<file path="config.mk">
export PLATFORM = sky130hd
export DESIGN_NAME = uart_frame_ctrl
export DESIGN_NICKNAME = d
export VERILOG_FILES = /design/src/rtl/uart_frame_ctrl.sv
export SDC_FILE = /design/constraint.sdc
export NUM_CORES = 1
export LEC_CHECK = 0
export CAP_MARGIN = 20
export CORE_ASPECT_RATIO = 1.5
export CORE_MARGIN = 8
export CORE_UTILIZATION = 45
export DETAILED_ROUTE_END_ITERATION = 10
export GPL_TIMING_DRIVEN = 0
export PLACE_DENSITY = 0.66
export SYNTH_ARGS = -nofsm -noshare
export SYNTH_HDL_FRONTEND = slang
export SYNTH_SLANG_ARGS = --single-unit
</file>
<file path="constraint.sdc">
create_clock -name clk -period 4.2 [get_ports clk]
set_clock_uncertainty 0.2 [all_clocks]
set_input_delay 1.26 -clock clk [delete_from_list [all_inputs] [get_ports clk]]
set_output_delay 1.26 -clock clk [all_outputs]
set_load 0.1 [all_outputs]
</file>
<file path="src/rtl/uart_frame_ctrl.sv">
// Assembles a sudoku board from the UART byte stream: SOF detect, cell writes,
// XOR checksum check, then a valid/ack handoff to the solver with CTS hold.
module uart_frame_ctrl #(
   parameter int unsigned N_CELLS     = 81,
   parameter int unsigned ADDR_W      = 7,
   parameter logic [7:0]  SOF         = 8'hA5,
   parameter int unsigned MAX_VAL     = 9,
   parameter int unsigned TIMEOUT_CYC = 1_000_000
) (
   input  logic              clk,
   input  logic              rst_n,
   input  logic              byte_valid,
   input  logic [7:0]        byte_in,
   output logic              cell_we,
   output logic [ADDR_W-1:0] cell_addr,
   output logic [3:0]        cell_data,
   output logic              board_valid,
   input  logic              board_ack,
   output logic              frame_err,
   output logic [1:0]        err_code,
   output logic              hold_cts,
   output logic [1:0]        state_out
);

   localparam int unsigned TIMER_W = (TIMEOUT_CYC > 1) ? $clog2(TIMEOUT_CYC) : 1;
   localparam logic [ADDR_W-1:0]  LAST_IDX   = ADDR_W'(N_CELLS - 1);
   localparam logic [TIMER_W-1:0] TIMER_LAST = TIMER_W'(TIMEOUT_CYC - 1);
   localparam logic [7:0]         MAX_BYTE   = 8'(MAX_VAL);

   localparam logic [1:0] ERR_VALUE   = 2'b01;
   localparam logic [1:0] ERR_CSUM    = 2'b10;
   localparam logic [1:0] ERR_TIMEOUT = 2'b11;

   typedef enum logic [1:0] {
      IDLE     = 2'd0,
      CELLS    = 2'd1,
      CSUM     = 2'd2,
      WAIT_ACK = 2'd3
   } state_t;

   state_t              state, state_n;
   logic [ADDR_W-1:0]   idx, idx_n;
   logic [7:0]          csum, csum_n;
   logic [TIMER_W-1:0]  timer, timer_n;
   logic                cell_we_n;
   logic [ADDR_W-1:0]   cell_addr_n;
   logic [3:0]          cell_data_n;
   logic                frame_err_n;
   logic [1:0]          err_code_n;
   logic                board_valid_n;
   logic                hold_cts_n;

   assign state_out = state;

   // State, frame counters and registered outputs
   always_ff @(posedge clk or negedge rst_n) begin
      if (!rst_n) begin
         state       <= IDLE;
         idx         <= '0;
         csum        <= '0;
         timer       <= '0;
         cell_we     <= 1'b0;
         cell_addr   <= '0;
         cell_data   <= '0;
         frame_err   <= 1'b0;
         err_code    <= '0;
         board_valid <= 1'b0;
         hold_cts    <= 1'b0;
      end else begin
         state       <= state_n;
         idx         <= idx_n;
         csum        <= csum_n;
         timer       <= timer_n;
         cell_we     <= cell_we_n;
         cell_addr   <= cell_addr_n;
         cell_data   <= cell_data_n;
         frame_err   <= frame_err_n;
         err_code    <= err_code_n;
         board_valid <= board_valid_n;
         hold_cts    <= hold_cts_n;
      end
   end

   // Next-state and next-output logic
   always_comb begin
      state_n     = state;
      idx_n       = idx;
      csum_n      = csum;
      timer_n     = timer;
      cell_we_n   = 1'b0;
      cell_addr_n = cell_addr;
      cell_data_n = cell_data;
      frame_err_n = 1'b0;
      err_code_n  = err_code;

      case (state)
         IDLE: begin
            if (byte_valid && byte_in == SOF) begin
               state_n = CELLS;
               idx_n   = '0;
               csum_n  = '0;
               timer_n = '0;
            end
         end
         CELLS: begin
            if (byte_valid) begin
               timer_n = '0;
               if (byte_in <= MAX_BYTE) begin
                  cell_we_n   = 1'b1;
                  cell_addr_n = idx;
                  cell_data_n = byte_in[3:0];
                  csum_n      = csum ^ byte_in;
                  idx_n       = idx + ADDR_W'(1);
                  if (idx == LAST_IDX) state_n = CSUM;
               end else begin
                  frame_err_n = 1'b1;
                  err_code_n  = ERR_VALUE;
                  state_n     = IDLE;
               end
            end else if (timer == TIMER_LAST) begin
               frame_err_n = 1'b1;
               err_code_n  = ERR_TIMEOUT;
               state_n     = IDLE;
            end else begin
               timer_n = timer + TIMER_W'(1);
            end
         end
         CSUM: begin
            if (byte_valid) begin
               timer_n = '0;
               if (byte_in == csum) begin
                  state_n = WAIT_ACK;
               end else begin
                  frame_err_n = 1'b1;
                  err_code_n  = ERR_CSUM;
                  state_n     = IDLE;
               end
            end else if (timer == TIMER_LAST) begin
               frame_err_n = 1'b1;
               err_code_n  = ERR_TIMEOUT;
               state_n     = IDLE;
            end else begin
               timer_n = timer + TIMER_W'(1);
            end
         end
         WAIT_ACK: begin
            // Bytes arriving here break CTS and are dropped, even alongside the ack
            if (board_ack) state_n = IDLE;
         end
         default: state_n = IDLE;
      endcase

      board_valid_n = (state_n == WAIT_ACK);
      hold_cts_n    = (state_n == WAIT_ACK);
   end

endmodule

</file>
==> out/metrics.cfg <==
[synth]
synthAdderAreaFrac_pct=2.947
synth-compound-area-share_pct=20.63
synth_mux_area_share_pct=0
ys_types=51
seq_area_frac_synth_pct=44.63
syn_inst=331
avgSynthCellArea_um2=8.978
synth_ff_type=dfrtp_1
synth-xor-area-share_pct=3.832
ys_top_cells_by_area=dfrtp_1 (45%), nand2_1 (6.2%), o21ai_0 (4.9%)
syn_area_mm2=0.002972
yosysTopAreaCell=dfrtp_1
yosysTopAreaCellShare_pct=44.63
synth_edf_count=0
yosysWarnings=0
async_reset_ff_share_pct=100.0
synth_top_family_by_area=simple AND/OR/NAND/NOR gates
ys_seq_elements=53
synth_simple_gate_area_share_pct=23.79
syn_nets=350

[floorplanning]
start_util_pct=46.13
rows=36
num_io_pins=31
fp.dieH_um=115.5
die-area_mm2=0.009513
die_w_um=82.35
core_area_mm2=0.006441

[critical_path]
cp_slowest_stage_delay_ps=600
path_class=in2reg
r2r_cells=9
path_cells=clkdlybuf4s50_1 > nor4_1 > nand4_1 > inv_1 > o21ai_1 > clkbuf_1 > o21ai_0 > a22o_1
crit_path_end_kind=flip-flop
slowest_stage=nor4_1
worstPathArrival_ps=3840
required_ps=4250
crit_fanout=10
worstSetupStartpointType=input port

[cts]
cts_resized=0
cts_buffer_depth=2
clock-sinks=53
clkLatencyLatePin_ps=310
cts_buffers=5
ctsHtreeMaxLevel=2
path_clk_slew_ps=90
cts-root-buf=clkbuf_8
cts_hold_buffers=0
post_cts_buffers=0
cts_tree=built

[placed_design]
dp_cells=438
dpl.hpwl_um=5594
routabilityCongestion=0.9261
placed_area_mm2=0.003382
numPortBuffers=30

[global_route]
antenna_found_initial=0
grt_start_max_net_pins=29
grtUsageTotal_pct=16.44
grt_pass1_wl_um=12310
grt_pass1_vias=2729
overflow=0

[power]
p_leak_nw=1.420
comb_power_share_pct=41.7
vdd_drop_max_uv=323.1
sw_frac_of_total_pct=43.06
power_switching_uw=682.5
power_density_mw_per_mm2=455.6
internal_power_uw=902.3
p_seq_share_pct=39.1
clockPowerShare_pct=19.2

[layout]
fin_area_mm2=0.003478
nets=388
fin_util_pct=54.00
drive_above_1_share_pct=5.405
num-fill-cells=618
multi_input_area_mm2=0.001521
final_cell_mix=dfrtp_1 (53), nand2_1 (49), o21ai_0 (29), clkdlybuf4s50_1 (29), inv_1 (17)
final_common_cell=dfrtp_1
area_growth_pct=17.05
diodes=0
seq_area_mm2=0.001326
final_cells=446

[sta]
rsz0062_at_grt=false
tns_ps=0
timing.final.crit_period_ps=3783
slew_headroom_pct=34.04
report.final.hold_viol_count=0
period_share_pct=90.06
drv_slew=0
fmax_ghz=0.2644
report.final.setup_viol=0
tightestPinTransition_ps=986.3

[drt]
wl_per_cell_um=16.46
drt-pass1-iter-count=5
vias=2593
ant_nets=0
via_per_inst=5.814
drc=0
drt_iter0_markers=69
wirelength_um=7339

[hold_path]
hold_path_class=reg2reg
holdPathStages=2

[job]
cap_violations=0

[run_status]
outcome=completed

sequential cells by signal, summed over array words and instances (netlist names), 2 cells and up:
signal,flops
cell_addr,7
cell_data,4
csum,8
err_code,2
idx,7
state_out,2
timer,20
per-stage QoR:
| step | hold slack [ps] | worst slack (ps) | power, mW |
|---|---|---|---|
| 3_5_place_dp | 266.9 | 116.1 | 1.288 |
| 4_1_cts | 292.0 | 435.8 | 1.594 |
| 5_1_grt | 310.6 | 245.3 | 1.670 |
| 6_report | 285.5 | 417.5 | 1.585 |
| 3_3_place_gp | 256.8 | 28.23 | 1.278 |
| 2_1_floorplan | 274.9 | 1110 | 1.105 |
final cells by class:
cell class / instances / area share, %
plain buffers: 14 / 1.727
clock buffers: 6 / 2.374
clock inverters: 2 / 0.3957
inverters: 17 / 1.835
multi-input cells: 247 / 43.74
flip-flops and latches: 53 / 38.13
well taps: 76 / 2.734
repair buffers: 31 / 9.065
worst paths after layout:
kind | end | start | slack (ps)
worst max-delay path | idx[5] | byte_in[4] | 420
worst min-delay path | cell_data[0] | cell_data[0] | 290
worst max register to register | idx[5] | state_out[1] | 1350
worst min register to register | cell_data[0] | cell_data[0] | 290
max in group asynchronous | idx[0] | rst_n | 2490
min in group asynchronous | timer[17] | rst_n | 750
Yosys cell counts (4+ instances only):
cell / number
dfrtp_1: 53
nand2_1: 49
o21ai_0: 29
inv_1: 17
nor2_1: 16
a21oi_1: 13
nand3_1: 13
a22o_1: 11
clkbuf_1: 11
nand2b_1: 11
nand4_1: 11
xnor2_1: 9
ha_1: 7
a31oi_1: 6
o31ai_1: 6
or4_1: 6
and3_1: 4
nor4_1: 4
xor2_1: 4
worst max-delay path: cells and delay by family:
kind                   cells  cell delay, ps
and+or+nand+nor            2            1040
buffers and inverters      3             960
AOI/OAI and AO/OA          3             580
layer usage:
layer / GRT usage, % / vias up / wire (um)
met2: 30.05 / 40 / 4028
met1: 16.45 / 1270 / 2909
met4: 10.00 / 0 / 230
li1: - / 1268 / -
met5: 0 / - / 0
met3: 2.717 / 15 / 170
power by group through the flow:
stage               clock [mW]  sequential [mW]  combinational (mW)
detailed placement           0            0.629               0.659
CTS                      0.312            0.619               0.663
finish                   0.304            0.620               0.661
global placement             0            0.627               0.651
global route             0.329            0.628               0.713
floorplan                    0            0.787               0.318
cell families (layout without fill, tap and decap cells):
group	Yosys count	count (layout)
DFF	53	53
AOI/OAI and AO/OA	91	91
buffers and inverters	31	70
xor gates and xnor gates	13	13
and+or+nand+nor	136	136
adders and majority gates	7	7
No activity file was read; power rests on OpenSTA's default activity.
